`src/rtl/ristretto_pipe_elastic_reg.sv`:
```
// ristretto_pipe_elastic_reg
//   Elastic valid/ready pipeline register for inter-stage boundaries (dec->exe,
//   exe->mem, ...). A Depth-entry circular buffer absorbs back-pressure; the
//   pipeline control unit can freeze the output side (stall) or drop all
//   contents (flush).
//
// Ports
//   clk_i, rst_i          clock (rising edge), asynchronous active-high reset
//   pip_valid_i/ready_o   upstream handshake, pip_data_i payload
//   pip_valid_o/ready_i   downstream handshake, pip_data_o head payload
//   pip_count_o           current occupancy
//   pip_stall_i           suppress pop this cycle (head held)
//   pip_flush_i           discard all entries and the incoming payload
//   pip_stall_cnt_o       cycles with valid head but no pop
//   pip_flush_cnt_o       entries discarded by flushes
//
// Configuration
//   RISTRETTO_PIPE_PERF_EN  when defined, the saturating performance counters
//                           are built; otherwise both counter outputs are 0.
module ristretto_pipe_elastic_reg #(
  parameter int unsigned DataWidth = 32,
  parameter int unsigned Depth     = 2,
  parameter int unsigned CntWidth  = 32
) (
  input  logic                         clk_i,
  input  logic                         rst_i,
  input  logic                         pip_valid_i,
  output logic                         pip_ready_o,
  input  logic [DataWidth-1:0]         pip_data_i,
  output logic                         pip_valid_o,
  input  logic                         pip_ready_i,
  output logic [DataWidth-1:0]         pip_data_o,
  output logic [$clog2(Depth+1)-1:0]   pip_count_o,
  input  logic                         pip_stall_i,
  input  logic                         pip_flush_i,
  output logic [CntWidth-1:0]          pip_stall_cnt_o,
  output logic [CntWidth-1:0]          pip_flush_cnt_o
);

  localparam int unsigned PtrWidth   = $clog2(Depth);
  localparam int unsigned CountWidth = $clog2(Depth + 1);

  logic [DataWidth-1:0]  mem_q [Depth];
  logic [PtrWidth-1:0]   wr_ptr_q, wr_ptr_d;
  logic [PtrWidth-1:0]   rd_ptr_q, rd_ptr_d;
  logic [CountWidth-1:0] count_q, count_d;
  logic                  valid_q, ready_q;
  logic                  push_c, pop_c;

  // Handshake qualification and next-state pointer/occupancy
  always_comb begin
    push_c   = pip_valid_i & ready_q & ~pip_flush_i;
    pop_c    = valid_q & pip_ready_i & ~pip_stall_i;
    wr_ptr_d = wr_ptr_q;
    rd_ptr_d = rd_ptr_q;
    count_d  = count_q;
    if (pip_flush_i) begin
      // Flush empties the buffer by snapping the read pointer onto the write pointer
      rd_ptr_d = wr_ptr_q;
      count_d  = '0;
    end else begin
      if (push_c) wr_ptr_d = wr_ptr_q + PtrWidth'(1);
      if (pop_c)  rd_ptr_d = rd_ptr_q + PtrWidth'(1);
      case ({push_c, pop_c})
        2'b10:   count_d = count_q + CountWidth'(1);
        2'b01:   count_d = count_q - CountWidth'(1);
        default: count_d = count_q;
      endcase
    end
  end

  // Pointer, occupancy and handshake-flag registers; ready/valid registered from next count
  always_ff @(posedge clk_i or posedge rst_i) begin
    if (rst_i) begin
      wr_ptr_q <= '0;
      rd_ptr_q <= '0;
      count_q  <= '0;
      valid_q  <= 1'b0;
      ready_q  <= 1'b1;
    end else begin
      wr_ptr_q <= wr_ptr_d;
      rd_ptr_q <= rd_ptr_d;
      count_q  <= count_d;
      valid_q  <= (count_d != '0);
      ready_q  <= (count_d < CountWidth'(Depth));
    end
  end

  // Payload storage, intentionally not reset
  always_ff @(posedge clk_i) begin
    if (push_c) mem_q[wr_ptr_q] <= pip_data_i;
  end

  assign pip_valid_o = valid_q;
  assign pip_ready_o = ready_q;
  assign pip_count_o = count_q;
  // Head is forced to zero while empty so reset presents a clean bus
  assign pip_data_o  = valid_q ? mem_q[rd_ptr_q] : '0;

`ifdef RISTRETTO_PIPE_PERF_EN
  localparam int unsigned SumWidth = CntWidth + 1;

  logic [CntWidth-1:0] stall_cnt_q, flush_cnt_q;
  logic [SumWidth-1:0] flush_sum_c;

  always_comb begin
    flush_sum_c = SumWidth'(flush_cnt_q) + SumWidth'(count_q);
  end

  // Saturating counters: stalled-head cycles and flushed entries
  always_ff @(posedge clk_i or posedge rst_i) begin
    if (rst_i) begin
      stall_cnt_q <= '0;
      flush_cnt_q <= '0;
    end else begin
      if (valid_q && !pop_c && (stall_cnt_q != '1)) stall_cnt_q <= stall_cnt_q + CntWidth'(1);
      if (pip_flush_i) flush_cnt_q <= flush_sum_c[CntWidth] ? '1 : flush_sum_c[CntWidth-1:0];
    end
  end

  assign pip_stall_cnt_o = stall_cnt_q;
  assign pip_flush_cnt_o = flush_cnt_q;
`else
  assign pip_stall_cnt_o = '0;
  assign pip_flush_cnt_o = '0;
`endif

endmodule

```
`config.mk`:
```
export PLATFORM = sky130hd
export DESIGN_NAME = ristretto_pipe_elastic_reg
export DESIGN_NICKNAME = d
export VERILOG_FILES = /design/src/rtl/ristretto_pipe_elastic_reg.sv
export SDC_FILE = /design/constraint.sdc
export NUM_CORES = 1
export LEC_CHECK = 0
export ABC_AREA = 1
export CORE_UTILIZATION = 42
export CTS_CLUSTER_DIAMETER = 40
export CTS_CLUSTER_SIZE = 10
export DETAILED_ROUTE_END_ITERATION = 8
export GPL_ROUTABILITY_DRIVEN = 0
export PLACE_DENSITY = 0.8
export SYNTH_ARGS = -nofsm -noshare
export SYNTH_HDL_FRONTEND = slang
export SYNTH_SLANG_ARGS = --single-unit
```
`constraint.sdc`:
```
create_clock -name clk_i -period 2.9 [get_ports clk_i]
set_clock_uncertainty 0.15 [all_clocks]
set_input_delay 0.58 -clock clk_i [delete_from_list [all_inputs] [get_ports clk_i]]
set_output_delay 0.58 -clock clk_i [all_outputs]
set_load 0.05 [all_outputs]
```
; ---- After elaboration in Yosys (flattened, before gate mapping)
; Memories as Yosys holds them, arrays and structs flattened.
; Index checks and enable logic that the tools add are counted.
; W data, S select, Z words.
[word_totals]
mem_count = 1
output_inout_bits = 100
ff_bits = 6
word_cells = 29
ram_bits = 64
in_bits = 38
[memory_table]
columns = name, words, width, read_ports, rd_clocked_by_memory_dff, wr, line_no
row1 = mem_q, 2, 32, 1, 0, 1, 43  ; logic [DataWidth-1:0] mem_q [Depth];
[classes]
add_sub_neg = 4
muxes = 7
n_lt_le_gt_ge = 1
eq_ne = 2
n_reduce_logical = 3
bitwise = 6
[ops]
columns = cell, n
row1 = $mux W32, 1
row2 = $and A1 B1 Y1, 4
row3 = $mux W1, 4
row4 = $pmux W2 S2, 1
row5 = $reduce_bool A2 Y1, 2
row6 = $add A1 B1 Y1 const B, 2
row7 = $add A2 B1 Y2 const B, 1
row8 = $eq A2 B1 Y1 const B, 1
row9 = $eq A2 B2 Y1 const B, 1
row10 = $lt A2 B2 Y1 const B, 1
row11 = $mux W2, 1
row12 = $not A1 Y1, 2
row13 = $reduce_and A2 Y1, 1
row14 = $sub A2 B1 Y2 const B, 1

; ---- Depth between registers and ports, before layout
; Gate-level depths: netlist (run 1).
[logic_depth]
word_depth = 6
depth_mapped = 9
ltp_nobuf = 9

; ---- Worst setup path after synthesis (run 1)
; No wires, ideal clock.
[synth_path]
path_kind = register -> register
from = register ready_q, in the netlist pip_ready_o
to = memory mem_q[0][0], enable pin
path_buffers = 0
setup_ps = 421
arrival_ps = 2264
period_less_slack_ps = 2835
t_required_ps = 2329
stages_incl_launch_ff = 3
slack_ps = 65
path_cell_list = dfstp_2 > nand3_1 > nor2_1
[synth_between]
elab_chain_len = 4
[synth_rtl]
columns = element, line_no
row1 = "start, declared", 47  ; logic valid_q, ready_q;
row2 = "start signal, assigned", 85  ; ready_q <= (count_d < CountWidth'(Depth));
row3 = $and A1 B1 Y1 (2 in series), 52  ; push_c = pip_valid_i & ready_q & ~pip_flush_i;
row4 = $mux W1, 91  ; if (push_c) mem_q[wr_ptr_q] <= pip_data_i;
row5 = $mux W1 (not written as such), 91
row6 = "end, declared", 43
; No other way between the ends.

; ---- Worst setup path after layout (run 1)
[layout_path]
from = register valid_q, in the netlist pip_valid_o
to = output pip_data_o[5]
[layout_between]
elab_chain_len = 1
[layout_rtl]
columns = element, line_no
row1 = "start, declared", 47
row2 = "start signal, assigned", 84  ; valid_q <= (count_d != '0);
row3 = $mux W32, 98  ; assign pip_data_o = valid_q ? mem_q[rd_ptr_q] : '0;
row4 = "end, declared", 32  ; output logic [DataWidth-1:0] pip_data_o,
; No other way between the ends.

==> results.toml, run 1 <==
[grt]
antenna_found_initial = 0
grt_pass1_vias = 1775
grtUsageTotal = 0.151
grt_pass1_wl_mm = 8.40
grt_max_degree = 35
grt_remaining_overflow = 0

[sta]
rsz0062_at_grt = "false"
setup_viol = 0
timing.slew.headroom = 0.546
setup_ws_ns = 0.369
fin_tns_setup_ns = 0
hold_viol = 0
finalMaxSlewViolations = 0
tightest_slew_ns = 0.680
clock.fmax_mhz = 395
period_needed_ns = 2.53
fin_hold_ws_ns = 0.299
final.period_utilization = 0.873

[floorplanning]
dieArea_sq_mm = 0.00794
ios = 138
die_h_um = 89.1
core-area_sq_mm = 0.00729
rows = 31
dieWidth_um = 89.1
start_util = 0.437

[logic_synthesis]
netlist_area_sq_mm = 0.00319
synth_top_family_by_area = "buffers and inverters"
synth_seq_area_share = 0.650
synth_most_common_cell = "buf_4"
synthCells = 272
synth_adder_area_share = 0.00392
synth_seq_cells = 70
synth_cell_types = 19
synth_top_cell_area_share = 0.603
synth_compound_area_frac = 0.0518
synth-main-ff-cell = "edfxtp_1"
synth_edf_count = 64
synth_area_leaders = "edfxtp_1 60%, buf_4 16%, nor2_1 7.3%, o21ai_0 4.1%, dfrtp_1 3.9%"
async_flop_share = 0.0857
synthMuxAreaShare = 0
synth_simple_gate_area_share = 0.104
synth_common_cells = "67 x buf_4, 64 x edfxtp_1, 62 x nor2_1, 26 x o21ai_0, 10 x inv_1"
syn_avg_cell_area_sq_um = 11.7
ys_warn_count = 0
synth_xor_area_frac = 0.00275
synth_top_area_cell = "edfxtp_1"

[cts]
cts_setup_buffers = 0
clock-root-buffer = "clkbuf_8"
hold_buffers = 0
tritoncts = "done"
clk_pin_slew_worst_paths_ns = 0.07
htree_num_levels = 3
clkSinkCount = 70
clockBufferDepth = 2
clk_latency_ns = 0.34
cts_buffers = 9
cts_resized = 0

[place]
place.detailed.hpwl_mm = 3.74
post-place-ws_ns = 0.382
post_dp_cell_area_sq_mm = 0.00370
portBuffers = 73

[setup_path]
crit_top_cell = "buf_4"
crit_fanout = 18
path_cells = "buf_4 -> o21ai_0 -> nor2_1 -> buf_4"
crit_buf_inv = 2
reg2reg_depth = 8
endpoint_kind = "output pin"
startpoint_type = "register"
crit_family = "flip-flops"
path_depth = 4
max_stage_delay_ns = 0.67
crit_type = "register to output pin"
slowest_stage = "dfrtp_1"
cp_data_arrival_time_ns = 1.80
critPathRequiredTime_ns = 2.17

[power]
peakVddDrop_uv = 456
p_leak_nw = 1.62
powerDensity_mw_per_mm2 = 788

[drt]
vias_per_cell = 4.30
route.detailed.drc = 0
drt_first_pass_iters = 4
drt_iter0_drc = 73
vias = 1959
final_antenna_net_count = 0
avgRoutedWirePerCell_um = 12.4
routed_wl_mm = 5.65

[finish]
fin_util = 0.534
num-fill-cells = 665
drive_gt1_frac = 0.176
final_area_sq_mm = 0.00389
antennaDiodeCount = 0
layout.nets = 391
areaGrowthSynthToFinish_pct = 22.1

[run_status]
status = "finished clean"

[worst_hold_path]
hp-class = "input port to asynchronous set/reset pin"

[flow_run]
max-cap-violations = 0
flip-flops by register name, summed over array words and instances (netlist names):
signal,flops
rd_ptr_q,1
pip_ready_o,1
pip_valid_o,1
mem_q,64
pip_count_o,2
wr_ptr_q,1
final timing paths:
check,slack (ns),end,from
setup / recovery,0.37,pip_data_o[5],pip_valid_o
hold / removal,0.30,pip_count_o[1],rst_i
setup reg to reg,0.96,pip_valid_o,pip_valid_o
hold reg to reg,0.48,rd_ptr_q,wr_ptr_q
max in group asynchronous,2.05,pip_ready_o,rst_i
min in group clk_i,0.48,rd_ptr_q,wr_ptr_q
report_power, final:
group	switching (mW)	total, mW	internal [mW]
logic	0.808	1.05	0.245
clock network	0.352	0.743	0.391
registers	0.0464	1.27	1.23
final cells by class:
cell class	instances	area (sq um)	area share
inverter	11	41.3	0.0106
timing repair buffer	79	693	0.178
clock inverter	7	65.1	0.0167
multi-input combinational	181	773	0.199
tap	99	124	0.0318
clock buffer	9	124	0.0318
sequential	70	2070	0.532
routing by layer:
layer	wire [um]	track usage	vias up
met1	2380	0.181	911
li1	-	-	937
met3	304	0.0480	8
met5	0	0	-
met2	2860	0.246	103
met4	103	0.0736	0
cells in the final DEF, fill, tap and decap left out:
| cell type | n |
|---|---|
| nor2_2 | 5 |
| clkinvlp_4 | 1 |
| xor2_1 | 1 |
| nand4_1 | 1 |
| nor2_4 | 2 |
| nand2_1 | 9 |
| inv_2 | 1 |
| bufinv_16 | 1 |
| nand3_1 | 4 |
| buf_4 | 39 |
| clkinv_4 | 1 |
| inv_1 | 10 |
| nor2_1 | 60 |
| dfrtp_1 | 5 |
| clkdlybuf4s50_1 | 40 |
| edfxtp_1 | 64 |
| dfstp_2 | 1 |
| nand3b_1 | 1 |
| clkbuf_8 | 9 |
| clkinv_1 | 1 |
| clkinv_2 | 3 |
| o21ai_0 | 26 |
| ha_1 | 1 |
| conb_1 | 64 |
| o21ai_1 | 7 |
kinds of logic after synthesis:
| kind of cell | Yosys count |
|---|---|
| AO/OA/AOI/OAI | 33 |
| adder cells (fa/ha/maj) | 1 |
| flip-flops | 70 |
| other | 1 |
| XOR/XNOR | 1 |
| AND/OR/NAND/NOR | 82 |
| buffers and inverters | 84 |
worst reg2reg max path: stages (launching register included):
cell,delay [ns]
dfrtp_1,0.67
nand3b_1,0.18
inv_1,0.10
ha_1,0.24
inv_1,0.10
nand3_1,0.09
nand2_1,0.09
nand3_1,0.14
nand2_1,0.10
metrics by stage:
step | power [mW] | std cells
6_report | 3.07 | 456
5_1_grt | 3.22 | 456
4_1_cts | 3.10 | 456
3_5_place_dp | 2.36 | 440
3_3_place_gp | 2.34 | 440
2_1_floorplan | 2.15 | 335
No activity file was read; power rests on OpenSTA's default activity.
==> inputs of run 2 (changes only) <==
SETUP_SLACK_MARGIN = 0.3   (was not set)
==> run 2 against run 1 <==
Sequential power is essentially flat. Clock power is essentially flat. Wire length is essentially flat. Sequential share of layout area is essentially flat. Clock-buffer cell count is the same. Via count grew 0.15%. Critical path type unchanged. Critical endpoint is now pip_data_o[6]. Largest cell class unchanged. Highest routed layer unchanged.
==> results.toml, run 2 (synthesized netlist as in run 1, its figures left out) <==
[floorplanning]
start_util = 0.437
rows = 31
ios = 138
die_h_um = 89.1
dieWidth_um = 89.1
dieArea_sq_mm = 0.00794
core-area_sq_mm = 0.00729

[sta]
clock.fmax_mhz = 413
hold_viol = 0
period_needed_ns = 2.42
rsz0062_at_grt = "false"
finalMaxSlewViolations = 0
final.period_utilization = 0.834
fin_tns_setup_ns = 0
setup_viol = 0
tightest_slew_ns = 0.534
timing.slew.headroom = 0.644

[cts]
clockBufferDepth = 2
htree_num_levels = 3
clk_pin_slew_worst_paths_ns = 0.07
tritoncts = "done"
cts_buffers = 9
clkSinkCount = 70
clk_latency_ns = 0.34
clock-root-buffer = "clkbuf_8"

[finish]
fin_util = 0.534
drive_gt1_frac = 0.179
layout.nets = 391
layout_common_cells = "64 x conb_1, 64 x edfxtp_1, 60 x nor2_1, 40 x clkdlybuf4s50_1, 39 x buf_4"
num-fill-cells = 665
largest_register = "mem_q"
largest_register_ffs = 64
areaGrowthSynthToFinish_pct = 22.2
antennaDiodeCount = 0

[drt]
route.detailed.drc = 0
routed_wl_mm = 5.65
drt_first_pass_iters = 4
avgRoutedWirePerCell_um = 12.4
final_antenna_net_count = 0
vias_per_cell = 4.30
vias = 1962
drt_iter0_drc = 74

[power]
power_switching_mw = 1.21
switching_share = 0.393
p_leak_nw = 1.62
powerDensity_mw_per_mm2 = 788
p_total_mw = 3.07
comb_power_share = 0.343
peakVddDrop_uv = 480
intPower_mw = 1.86
clock_power_share = 0.242
seq_power_share = 0.415

[setup_path]
startpoint = "rd_ptr_q"
crit_type = "register to output pin"
cp_data_arrival_time_ns = 1.69
startpoint_type = "register"
critPathRequiredTime_ns = 2.17
endpoint_kind = "output pin"
r2r-start = "pip_ready_o"
crit_fanout = 34

[grt]
antenna_found_initial = 0
grtUsageTotal = 0.151
grt_pass1_wl_mm = 8.40
grt_remaining_overflow = 0
grt_max_degree = 35
grt_pass1_vias = 1775

[place]
portBuffers = 73
place.detailed.hpwl_mm = 3.74

[flow_run]
max-cap-violations = 0

[run_status]
status = "finished clean"

[worst_hold_path]
hp-class = "input port to asynchronous set/reset pin"
==> run 2: cell type report <==
class                      instances  area [sq um]  area share
sequential                        70          2070       0.532
tap                               99           124      0.0318
clock inverter                     7          65.1      0.0167
timing repair buffer              79           693       0.178
inverter                          11          42.5      0.0109
clock buffer                       9           124      0.0318
multi-input combinational        181           773       0.198
==> run 2: per-stage QoR <==
step	instances	hold slack, ns	cell area [sq um]	setup slack (ns)
6_report	456	0.300	3900	0.480
5_1_grt	456	0.321	3900	0.341
4_1_cts	456	0.292	3890	0.337
3_5_place_dp	440	0.466	3700	0.382
3_3_place_gp	440	0.435	3700	0.561
2_1_floorplan	335	0.220	3420	0.0653
==> run 2: critical path: stages (launching register included) <==
cell	delay, ns
dfrtp_1	0.37
clkinv_2	0.44
nor2_1	0.27
nor2_1	0.08
buf_4	0.19
==> run 2: power groups by stage <==
stage               logic (mW)  registers [mW]  clock network [mW]
floorplan                0.847            1.31                   0
global placement          1.05            1.29                   0
detailed placement        1.06            1.30                   0
CTS                       1.07            1.28               0.760
global route              1.13            1.28               0.804
finish                    1.05            1.27               0.744
==> run 2: repair_timing <==
action / CTS / global route
endpoints found under the setup margin: 0 / 19
hold buffers: 0 / 0
gates resized for setup: 0 / 2
setup buffers: 0 / 0
==> run 2: final timing paths <==
check / endpoint / depth (start not counted) / slack, ns
worst min register to register: rd_ptr_q / 2 / 0.48
worst max-delay path: pip_data_o[6] / 4 / 0.48
worst max register to register: pip_valid_o / 7 / 0.96
max in group asynchronous: pip_ready_o / 2 / 2.05
worst min-delay path: pip_count_o[1] / 2 / 0.30
min in group clk_i: rd_ptr_q / 2 / 0.48
==> run 2: per-layer routing <==
layer  track usage  vias up  share of wire
met2         0.246      103           0.51
li1              -      937              -
met1         0.181      914           0.42
met3        0.0480        8          0.054
met4        0.0736        0          0.018
met5             0        -              0
